### config.mk
export PLATFORM = sky130hd
export DESIGN_NAME = draw_rect
export DESIGN_NICKNAME = d
export VERILOG_FILES = /design/src/rtl/lcd_pkg.sv /design/src/rtl/lcd_window_seq.sv /design/src/rtl/draw_rect.sv
export SDC_FILE = /design/constraint.sdc
export NUM_CORES = 1
export LEC_CHECK = 0
export ABC_AREA = 1
export CAP_MARGIN = 20
export CELL_PAD_IN_SITES_DETAIL_PLACEMENT = 0
export CELL_PAD_IN_SITES_GLOBAL_PLACEMENT = 1
export CORE_UTILIZATION = 35
export CTS_CLUSTER_SIZE = 25
export DETAILED_ROUTE_END_ITERATION = 8
export MAX_ROUTING_LAYER = met4
export PLACE_DENSITY_LB_ADDON = 0.05
export SLEW_MARGIN = 0
export SYNTH_ARGS = -nofsm -noshare
export SYNTH_HDL_FRONTEND = slang
export SYNTH_SLANG_ARGS = --single-unit
### constraint.sdc
create_clock -name sys_clk -period 4.53 [get_ports sys_clk]
set_input_delay 0.906 -clock sys_clk [delete_from_list [all_inputs] [get_ports sys_clk]]
set_output_delay 0.906 -clock sys_clk [all_outputs]
set_load 0.01 [all_outputs]
### src/rtl/lcd_pkg.sv
// -----------------------------------------------------------------------------
// lcd_pkg
// Shared definitions for the LCD drawing blocks: RGB565 colour constants,
// controller command opcodes, the draw_rect state encoding, counter sizing
// and small helpers that build 9-bit command/data bytes for the write engine.
// -----------------------------------------------------------------------------
package lcd_pkg;

  // RGB565 colour constants
  localparam logic [15:0] WHITE  = 16'hFFFF;
  localparam logic [15:0] BLACK  = 16'h0000;
  localparam logic [15:0] BLUE   = 16'h001F;
  localparam logic [15:0] RED    = 16'hF800;
  localparam logic [15:0] GREEN  = 16'h07E0;
  localparam logic [15:0] CYAN   = 16'h07FF;
  localparam logic [15:0] YELLOW = 16'hFFE0;

  // Controller command opcodes
  localparam logic [7:0] CASET = 8'h2A;
  localparam logic [7:0] RASET = 8'h2B;
  localparam logic [7:0] RAMWR = 8'h2C;

  // Window sequence length and byte counter sizing (largest 64x64 rectangle)
  localparam int WIN_BYTES     = 11;
  localparam int MAX_PIX_BYTES = 2 * 64 * 64;
  localparam int CNT_W         = $clog2(MAX_PIX_BYTES + 1);

  typedef enum logic [2:0] {
    IDLE    = 3'd0,
    CLR_WIN = 3'd1,
    CLR_PIX = 3'd2,
    DRW_WIN = 3'd3,
    DRW_PIX = 3'd4,
    DONE    = 3'd5
  } draw_state_t;

  // bit8 = 0 marks a command byte, 1 marks a data byte
  function automatic logic [8:0] cmd_byte(input logic [7:0] op);
    return {1'b0, op};
  endfunction

  function automatic logic [8:0] data_byte(input logic [7:0] payload);
    return {1'b1, payload};
  endfunction

endpackage

### src/rtl/lcd_window_seq.sv
// -----------------------------------------------------------------------------
// lcd_window_seq
// Walks the 11-byte address-window sequence
//   CASET, xs hi, xs lo, xe hi, xe lo, RASET, ys hi, ys lo, ye hi, ye lo, RAMWR
// under the write engine's wr_done handshake.
//
// Ports
//   sys_clk, sys_rst_n : clock, asynchronous active-low reset
//   start              : restart the sequence at byte 0
//   advance            : the current byte was consumed (wr_done in a window phase)
//   xs, xe, ys, ye     : 16-bit window coordinates
//   next_byte          : byte the parent should register on this edge
//                        (byte 0 on start, otherwise the byte after the current)
//   seq_last           : the current byte is the final RAMWR
// -----------------------------------------------------------------------------
module lcd_window_seq
  import lcd_pkg::*;
(
  input  logic        sys_clk,
  input  logic        sys_rst_n,
  input  logic        start,
  input  logic        advance,
  input  logic [15:0] xs,
  input  logic [15:0] xe,
  input  logic [15:0] ys,
  input  logic [15:0] ye,
  output logic [8:0]  next_byte,
  output logic        seq_last
);

  localparam logic [3:0] LAST_IDX = 4'(WIN_BYTES - 1);

  logic [3:0] idx;
  logic [3:0] lookup_idx;

  function automatic logic [8:0] win_byte(input logic [3:0] i,
                                          input logic [15:0] x0,
                                          input logic [15:0] x1,
                                          input logic [15:0] y0,
                                          input logic [15:0] y1);
    logic [8:0] b;
    case (i)
      4'd0:    b = cmd_byte(CASET);
      4'd1:    b = data_byte(x0[15:8]);
      4'd2:    b = data_byte(x0[7:0]);
      4'd3:    b = data_byte(x1[15:8]);
      4'd4:    b = data_byte(x1[7:0]);
      4'd5:    b = cmd_byte(RASET);
      4'd6:    b = data_byte(y0[15:8]);
      4'd7:    b = data_byte(y0[7:0]);
      4'd8:    b = data_byte(y1[15:8]);
      4'd9:    b = data_byte(y1[7:0]);
      4'd10:   b = cmd_byte(RAMWR);
      default: b = 9'h000;
    endcase
    return b;
  endfunction

  // Look one byte ahead so the parent can register wr_data on the same edge
  // that consumes the current byte.
  always_comb begin
    lookup_idx = start ? 4'd0 : 4'(idx + 4'd1);
    next_byte  = win_byte(lookup_idx, xs, xe, ys, ye);
    seq_last   = (idx == LAST_IDX);
  end

  always_ff @(posedge sys_clk or negedge sys_rst_n) begin
    if (!sys_rst_n) begin
      idx <= 4'd0;
    end else if (start) begin
      idx <= 4'd0;
    end else if (advance && (idx != LAST_IDX)) begin
      idx <= 4'(idx + 4'd1);
    end
  end

endmodule

### src/rtl/draw_rect.sv
// -----------------------------------------------------------------------------
// draw_rect
// Moves a fixed-width solid rectangle vertically on an RGB565 panel. On a
// request the previous rectangle (if any, and if the row changed) is painted
// over in BG, then the new one is painted in FG. Bytes are handed to an LCD
// write engine one at a time with a wr_en / wr_done handshake.
//
// Parameters
//   RECT_W, RECT_H : rectangle size in pixels (1..64)
//   X_POS          : fixed start column
//   Y_MAX          : panel row count (requested row is clamped to Y_MAX-RECT_H)
//   FG, BG         : RGB565 draw / clear colours
//
// Ports
//   sys_clk, sys_rst_n : clock, asynchronous active-low reset
//   draw_req, y_coord  : one-cycle move request and requested top row
//   wr_done            : write engine consumed the current byte
//   wr_data, wr_en     : byte to write (bit8 = data/not command) and its valid
//   busy, draw_done    : transfer in progress / one-cycle completion pulse
// -----------------------------------------------------------------------------
module draw_rect
  import lcd_pkg::*;
#(
  parameter int          RECT_W = 8,
  parameter int          RECT_H = 8,
  parameter int          X_POS  = 100,
  parameter int          Y_MAX  = 320,
  parameter logic [15:0] FG     = RED,
  parameter logic [15:0] BG     = WHITE
) (
  input  logic       sys_clk,
  input  logic       sys_rst_n,
  input  logic       draw_req,
  input  logic [8:0] y_coord,
  input  logic       wr_done,
  output logic [8:0] wr_data,
  output logic       wr_en,
  output logic       busy,
  output logic       draw_done
);

  localparam int               Y_LIM    = Y_MAX - RECT_H;
  localparam logic [CNT_W-1:0] PIX_LAST = CNT_W'(2 * RECT_W * RECT_H - 1);
  localparam logic [15:0]      XS       = 16'(X_POS);
  localparam logic [15:0]      XE       = 16'(X_POS + RECT_W - 1);

  draw_state_t      state;
  logic [8:0]       y_new;
  logic [8:0]       past_y;
  logic             past_valid;
  logic [CNT_W-1:0] cnt;

  logic [8:0]  y_clamp;
  logic        clear_needed;
  logic        pix_last;
  logic [15:0] pix_colour;
  logic        win_start;
  logic        win_advance;
  logic [15:0] win_ys;
  logic [15:0] win_ye;
  logic [8:0]  win_byte;
  logic        win_last;

  // The window generator needs the row of the phase it is about to serve:
  // on acceptance that is past_y (clear) or the clamped request (draw), and
  // the clear->draw handoff restarts it with y_new.
  always_comb begin
    y_clamp      = (32'(y_coord) > 32'(Y_LIM)) ? 9'(Y_LIM) : y_coord;
    clear_needed = past_valid && (y_clamp != past_y);
    pix_last     = (cnt == PIX_LAST);
    pix_colour   = ((state == CLR_WIN) || (state == CLR_PIX)) ? BG : FG;
    win_start    = 1'b0;
    win_ys       = {7'd0, y_new};
    case (state)
      IDLE: begin
        win_start = draw_req;
        win_ys    = clear_needed ? {7'd0, past_y} : {7'd0, y_clamp};
      end
      CLR_WIN: win_ys = {7'd0, past_y};
      CLR_PIX: win_start = wr_done && pix_last;
      default: ;
    endcase
    win_advance = wr_done && ((state == CLR_WIN) || (state == DRW_WIN));
    win_ye      = win_ys + 16'(RECT_H - 1);
  end

  lcd_window_seq u_window_seq (
    .sys_clk   (sys_clk),
    .sys_rst_n (sys_rst_n),
    .start     (win_start),
    .advance   (win_advance),
    .xs        (XS),
    .xe        (XE),
    .ys        (win_ys),
    .ye        (win_ye),
    .next_byte (win_byte),
    .seq_last  (win_last)
  );

  always_ff @(posedge sys_clk or negedge sys_rst_n) begin
    if (!sys_rst_n) begin
      state      <= IDLE;
      wr_data    <= 9'h000;
      wr_en      <= 1'b0;
      busy       <= 1'b0;
      draw_done  <= 1'b0;
      y_new      <= 9'd0;
      past_y     <= 9'd0;
      past_valid <= 1'b0;
      cnt        <= '0;
    end else begin
      draw_done <= 1'b0;
      case (state)
        IDLE: begin
          if (draw_req) begin
            y_new   <= y_clamp;
            busy    <= 1'b1;
            wr_en   <= 1'b1;
            wr_data <= win_byte;
            cnt     <= '0;
            state   <= clear_needed ? CLR_WIN : DRW_WIN;
          end
        end

        CLR_WIN, DRW_WIN: begin
          if (wr_done) begin
            if (win_last) begin
              cnt     <= '0;
              wr_data <= {1'b1, pix_colour[15:8]};
              state   <= (state == CLR_WIN) ? CLR_PIX : DRW_PIX;
            end else begin
              cnt     <= cnt + 1'b1;
              wr_data <= win_byte;
            end
          end
        end

        // Even byte indices carry the colour high byte, odd ones the low byte;
        // cnt still holds the index of the byte being consumed.
        CLR_PIX, DRW_PIX: begin
          if (wr_done) begin
            if (pix_last) begin
              cnt <= '0;
              if (state == CLR_PIX) begin
                wr_data <= win_byte;
                state   <= DRW_WIN;
              end else begin
                wr_en     <= 1'b0;
                wr_data   <= 9'h000;
                draw_done <= 1'b1;
                state     <= DONE;
              end
            end else begin
              cnt     <= cnt + 1'b1;
              wr_data <= cnt[0] ? {1'b1, pix_colour[15:8]}
                                : {1'b1, pix_colour[7:0]};
            end
          end
        end

        DONE: begin
          busy       <= 1'b0;
          past_y     <= y_new;
          past_valid <= 1'b1;
          cnt        <= '0;
          state      <= IDLE;
        end

        default: state <= IDLE;
      endcase
    end
  end

endmodule

* After elaboration in Yosys (flattened, before gate mapping)
Cells that the tools add are included.
** Word-level totals
- Output and inout bits :: 12
- Flip-flop bits (word level) :: 52
** Cells by class
- Order comparisons :: 1
- Equal/unequal tests :: 25
- Reduce and logical (&&, ||, !) cells :: 22
- Multiplexer cells :: 42
- $add $sub $neg :: 3
** Operator list (count)
- 9-bit one-hot mux with 10 select lines :: 1
- 9-bit 2-to-1 mux :: 8
- 14-bit 2-to-1 mux :: 5
- 14-bit one-hot mux with 4 select lines :: 1
- 9-bit one-hot mux with 3 select lines :: 1
- 3-bit 2-to-1 mux :: 7
- 9-bit one-hot mux with 2 select lines :: 1
- 16-bit by 3-bit adder with 16-bit output, second input constant :: 1
- 4-bit by 3-bit == test with 1-bit output, second input constant :: 4
- 4-bit == test, second input constant :: 4
- 14-bit by 1-bit adder with 14-bit output, second input constant :: 1
- 14-bit by 7-bit == test with 1-bit output, second input constant :: 1
- 4-bit 2-to-1 mux :: 3
- 11-bit 2-to-1 mux :: 1
- 2-bit != test, second input constant :: 5
- 5-bit AND reduction :: 2
- 9-bit > comparator, second input constant :: 1
- 9-bit != test :: 1
- 3-bit one-hot mux with 3 select lines :: 1
- 4-bit by 2-bit == test with 1-bit output, second input constant :: 2
- 1-bit 2-to-1 mux :: 8
- 8-bit 2-to-1 mux :: 1
- 4-bit AND reduction :: 2
- 3-bit by 2-bit == test with 1-bit output, second input constant :: 2
- 17 further kinds :: 29

* Longest topological paths before layout
- Depth in word-level cells :: 12
- Depth in mapped cells :: 29

* Modules after synthesis
A second synthesis with hierarchy kept.
** Unflattened totals
- Cells, all modules :: 648
- Area, all modules :: 4185.3 um2
** By module, submodules not included
- draw_rect :: times used 1, cells each 441, area each 3133.0 um2, sequential area each 1201.2 um2
- lcd_window_seq :: times used 1, cells each 207, area each 1052.3 um2, sequential area each 100.1 um2

* Worst setup path after synthesis
No wires, ideal clock.
- Path kind :: input port to flip-flop
- Start point :: in y_coord[0]
- End point :: reg wr_data[6]
- Library setup time :: 123 ps
- Setup slack :: 1405 ps
- Stages :: 26
- Required time :: 4407 ps
- Path buffers :: 1
- Data arrival time :: 3002 ps
- Cells stage by stage :: nor2_1 > nand2_1 > nand2_1 > nand2_1 > nand2_2 > buf_6 > nand2_1 > nand2_1 > nand3_1 > nor2_2 > nand3_4 > nand2_4 > o21ai_1 > nor2_2 > nor2_4 > ha_1 > nand3_1 > nand2_2 > nor2_1 > nand2_2 > nand3_1 > nand2_1 > nand2_1 > nand2_1 > nand2_1 > a21boi_1
** On the way
- Word-level cells in the longest chain between the ends :: 12
- Elaborated cells on any way between the ends :: 15
- Those cells by class :: add/sub (1); order compare (1); eq/ne (1); mux (11); reduce/logical (1)
** RTL lines
- start, declared :: line draw_rect.sv:34 : input logic [8:0] y_coord,
- 9-bit > comparator :: line draw_rect.sv:68 : y_clamp = (32'(y_coord) > 32'(Y_LIM)) ? 9'(Y_LIM) : y_coord;
- 9-bit 2-to-1 mux (*) :: line draw_rect.sv:68
- 9-bit != test :: line draw_rect.sv:69 : clear_needed = past_valid && (y_clamp != past_y);
- 1-bit logical AND :: line draw_rect.sv:69
- 9-bit 2-to-1 mux (*) :: line draw_rect.sv:77 : win_ys = clear_needed ? {7'd0, past_y} : {7'd0, y_clamp};
- 9-bit one-hot mux with 2 select lines (*) :: line draw_rect.sv:74 : case (state)
- 16-bit by 3-bit adder with 16-bit output :: line draw_rect.sv:84 : win_ye = win_ys + 16'(RECT_H - 1);
- 9-bit one-hot mux with 10 select lines (*) :: line lcd_window_seq.sv:42 : case (i)
- 9-bit 2-to-1 mux :: line draw_rect.sv:144 : if (state == CLR_PIX) begin
- 9-bit 2-to-1 mux :: line draw_rect.sv:142 : if (pix_last) begin
- 9-bit 2-to-1 mux :: line draw_rect.sv:141 : if (wr_done) begin
- 9-bit one-hot mux with 3 select lines (*) :: line draw_rect.sv:113 : case (state)
- end signal, assigned :: line draw_rect.sv:119 : wr_data <= win_byte;
- end signal, assigned :: line draw_rect.sv:145 : wr_data <= win_byte;
- end signal, assigned :: line draw_rect.sv:155 : wr_data <= cnt[0] ? {1'b1, pix_colour[15:8]}
- end, declared :: line draw_rect.sv:36 : output logic [8:0] wr_data,
Mark *: on every way between the ends. The rest lies on a longest branch, timed or not. The select of a mux whose other input is x is not followed.
A chain may end at the register's enable or synchronous reset.

* Worst setup path in the final report
- Start point :: in y_coord[3]
- End point :: reg wr_data[6]
The elaborated chain is that of the path after synthesis.

==> run summary <==
The final count of negative-setup-slack endpoints was 0. The repair_antennas step left the layout with diodes totalling 0. The fraction of final layout cells with drive strength greater than 1 works out to 0.126.

Combined global-route utilization of all metal layers: 0.196. The number of buffer and inverter instances along the worst setup path is 1, and the core outline area is 0.00991 mm^2. The length of the first detailed-routing pass in iterations is 4, and the required time at the worst-slack endpoint is 4.77 ns. Yosys mapped a number of flops with a built-in enable equal to 0. Summed over all layers, the global routing overflow is 0. The min-delay analysis places its worst path in the category flip-flop to flip-flop.

STA classifies the critical path endpoint as a flip-flop. When the netlist entered floorplanning its net count stood at 535. For this run, the top clock speed supported by timing is 0.261 GHz. In the synthesized netlist the dominant register cell turns out to be sky130_fd_sc_hd__dfrtp_1. The setup TNS came out at 0 ns. The share of synthesized flip-flops with an asynchronous set or reset came out at 1.00. The tree built by TritonCTS fans out to 52 sinks. Routability-driven placement finished with a final weighted congestion of 0.839.

The stage delay of the slowest cell on the critical path is 0.48 ns, and the post-synthesis sequential element count is 52. For the worst-skew pair, the clock arrives at the later sink with an insertion delay of 0.31 ns. On the final layout, the worst clock skew is 0.00940 ns. The clock passes through at most 2 buffers. Pin placement for this block handled 25 I/O pins. The max-slew violation count came out at 0. The worst path in the final design needs a cycle of 3.83 ns, including I/O delays and setup. The tools report the remaining number of nets flagged by the antenna check after routing as 0. The number of standard cells after synthesis was 518; the number of placed instances, taps included was 671.

Utilization after layout: 0.415. The top fanout value on the critical path works out to 12. The number of CTS-inserted buffers is 5. Setup repair after global routing left no endpoint under its margin.

The run gives 36 as the number of rows created at floorplan. The die outline height is 104 um, and the static leakage is 1.90 nW. VDD sags by at most 0.000264 V. STA classifies the critical path startpoint as a primary input. Slew at the pin closest to its max-slew limit: 0.688 ns. The run gives 0 as the number of antenna violations at the first check in global routing. The routed wirelength normalized by instance count works out to 14.7 um.

The tools report the data arrival time of the critical path as 4.07 ns. For this design, the slowest cell found on the critical path is sky130_fd_sc_hd__clkdlybuf4s50_1. The number of maximum-capacitance constraint violations is 0, and the post-CTS setup-driven buffer insertion count is 0. After synthesis, the netlist uses 45 different library cells. Prior to clock tree synthesis, the placed netlist has a worst setup slack of 0.393 ns. For this run, design rule violations remaining after detail routing come to 0.

The chip width is 104 um, and the number of buffer cells added on primary ports is 24. The number of gates resized after CTS was 0; the count of hold buffers inserted by post-cts repair was 0. The initial core utilization was 0.366. TritonCTS built the clock tree. The Yosys step of the flow raised 0 warnings. Clock-pin slew was measured on the worst setup and hold paths at 0.10 ns. The portion of the post-synthesis area used by sequential elements is 0.359.

The tools report the via count of the first global-routing pass as 3210. The most numerous cell type found on the critical path is sky130_fd_sc_hd__nand2_1. The slack of the critical path was 0.702 ns; the HPWL after detailed placement was 7770 um. The category of the critical setup timing path was primary input to flip-flop. In this run, the number of DRC markers left after iteration 0 of detailed routing was 165.

Entering global routing, the biggest net connects 34 pins. In this run the clock root is driven by a sky130_fd_sc_hd__clkbuf_8. After detailed routing, the number of vias per cell comes to 4.90. The count of fill cells added during filler insertion is 1095. Reg-to-reg setup timing slack: 1.40 ns. A synthesized cell averages 7.00 um^2. After synthesis the cells add up to 0.00363 mm^2.

The run finished with clean final reports. The area of the die was 0.0108 mm^2; the global-route wire length before repair was 16400 um. The logs give 0.541 for the max-slew headroom at the worst pin and 2 for the number of levels in the clock H-tree. The tools report the number of hold violations in the final report as 0. The tools report the post-route non-filler standard cell count as 679. The via count was 3329. The number of nets in the final layout was 562. The post-route fraction of the period consumed by the critical path is 0.845. Summed over all layers, the routed wires come to 9970 um. The area added between synthesis and finish works out to 13.3%. The kind of cell with the highest combined delay along the critical path is simple AND/OR/NAND/NOR gates. Dividing total power by cell area gives a power density of 720 mW/mm^2.
metal layers:
layer	vias to the layer above	track usage	part of all wire
met3	10	0.0208	0.017
met2	29	0.310	0.46
met4	0	0.0398	0.013
met5	-	-	0
li1	1722	-	-
met1	1568	0.271	0.51
cell usage in the layout (no fill, tap or decap), types with 6 or more instances in the layout:
cell type | Yosys | routed
sky130_fd_sc_hd__nor3_1 | 7 | 7
sky130_fd_sc_hd__dfrtp_1 | 52 | 52
sky130_fd_sc_hd__nand3_1 | 31 | 31
sky130_fd_sc_hd__inv_2 | 10 | 10
sky130_fd_sc_hd__or2_2 | 7 | 7
sky130_fd_sc_hd__clkdlybuf4s50_1 | 0 | 23
sky130_fd_sc_hd__inv_1 | 77 | 77
sky130_fd_sc_hd__nand2_2 | 10 | 10
sky130_fd_sc_hd__nand2_1 | 120 | 120
sky130_fd_sc_hd__a21oi_1 | 30 | 30
sky130_fd_sc_hd__o21ai_0 | 37 | 37
sky130_fd_sc_hd__o21ai_1 | 9 | 9
sky130_fd_sc_hd__nor2_1 | 44 | 44
sky130_fd_sc_hd__nand2_4 | 6 | 6
sky130_fd_sc_hd__nor2_2 | 10 | 10
sky130_fd_sc_hd__nand3_2 | 6 | 6
area by class of cell:
cell class | instances | area [um^2] | share of cell area
Clock inverter | 2 | 35.0 | 0.00852
Sequential cell | 52 | 1300 | 0.316
Tap cell | 133 | 166 | 0.0405
Multi-Input combinational cell | 370 | 1940 | 0.472
Inverter | 88 | 330 | 0.0803
Timing Repair Buffer | 28 | 265 | 0.0645
Clock buffer | 6 | 72.6 | 0.0177
logic make-up (layout without fill, tap and decap cells):
logic type / count (synthesis) / after routing / share of synthesized area
adders and majority gates: 4 / 4 / 0.0138
muxes: 1 / 1 / 0.00276
xor gates and xnor gates: 5 / 5 / 0.0121
DFF: 52 / 52 / 0.359
AOI/OAI and AO/OA: 103 / 103 / 0.160
buffers and inverters: 96 / 124 / 0.107
and+or+nand+nor: 257 / 257 / 0.346
sequential cells by signal, indices dropped and copies added (netlist names):
| name | cells |
|---|---|
| past_y | 9 |
| u_window_seq.idx | 4 |
| busy | 1 |
| wr_data | 9 |
| wr_en | 1 |
| past_valid | 1 |
| draw_done | 1 |
| y_new | 9 |
| cnt | 14 |
| state | 3 |
worst reg2reg max path, cell delays in order (launching register included):
cell and delay [ns]:
sky130_fd_sc_hd__dfrtp_1 0.45, sky130_fd_sc_hd__nor2_1 0.18, sky130_fd_sc_hd__inv_2 0.07, sky130_fd_sc_hd__nor2_1 0.13, sky130_fd_sc_hd__buf_4 0.22, sky130_fd_sc_hd__inv_1 0.17
sky130_fd_sc_hd__nand2_1 0.27, sky130_fd_sc_hd__inv_1 0.13, sky130_fd_sc_hd__nand2_1 0.07, sky130_fd_sc_hd__o21ai_0 0.15, sky130_fd_sc_hd__nor2_4 0.22, sky130_fd_sc_hd__ha_1 0.21
sky130_fd_sc_hd__nand3_1 0.11, sky130_fd_sc_hd__nand2_2 0.11, sky130_fd_sc_hd__nor2_1 0.05, sky130_fd_sc_hd__nand2_2 0.07, sky130_fd_sc_hd__nand3_1 0.07, sky130_fd_sc_hd__nand2_1 0.10
sky130_fd_sc_hd__nand2_1 0.06, sky130_fd_sc_hd__nand2_1 0.06, sky130_fd_sc_hd__nand2_1 0.05, sky130_fd_sc_hd__a21boi_1 0.13
path summary, 6_finish.rpt:
path,to,from,cells after the start
max,wr_data[6],y_coord[3],27
min,cnt[13],cnt[13],1
max reg2reg,wr_data[6],state[1],21
min reg2reg,cnt[13],cnt[13],1
max in group asynchronous,cnt[8],sys_rst_n,2
min in group asynchronous,y_new[8],sys_rst_n,1
synth_stat cells (5+ instances only):
cell type | n | share of area
sky130_fd_sc_hd__a21oi_1 | 30 | 0.041
sky130_fd_sc_hd__a31oi_1 | 5 | 0.0086
sky130_fd_sc_hd__dfrtp_1 | 52 | 0.36
sky130_fd_sc_hd__inv_1 | 77 | 0.080
sky130_fd_sc_hd__inv_2 | 10 | 0.010
sky130_fd_sc_hd__nand2_1 | 120 | 0.12
sky130_fd_sc_hd__nand2_2 | 10 | 0.017
sky130_fd_sc_hd__nand2_4 | 6 | 0.019
sky130_fd_sc_hd__nand3_1 | 31 | 0.043
sky130_fd_sc_hd__nand3_2 | 6 | 0.017
sky130_fd_sc_hd__nor2_1 | 44 | 0.046
sky130_fd_sc_hd__nor2_2 | 10 | 0.017
sky130_fd_sc_hd__nor3_1 | 7 | 0.0097
sky130_fd_sc_hd__o21ai_0 | 37 | 0.051
sky130_fd_sc_hd__o21ai_1 | 9 | 0.012
sky130_fd_sc_hd__o22ai_1 | 5 | 0.0086
sky130_fd_sc_hd__or2_2 | 7 | 0.012
through the flow:
stage                     area (um^2)  total power [mW]  hold WS, ns
after floorplan                  3630              2.11        0.435
after global placement           4000              2.64        0.454
after detailed placement         4000              2.64        0.459
after CTS                        4110              2.98        0.474
after global routing             4110              3.23        0.487
final                            4110              2.96        0.470
where the power goes:
group          total, mW  switching, mW  internal [mW]
combinational       1.87           1.22          0.654
sequential         0.761          0.132          0.628
clock              0.328          0.163          0.164
Note: power is estimated with default switching activity, not from simulation.
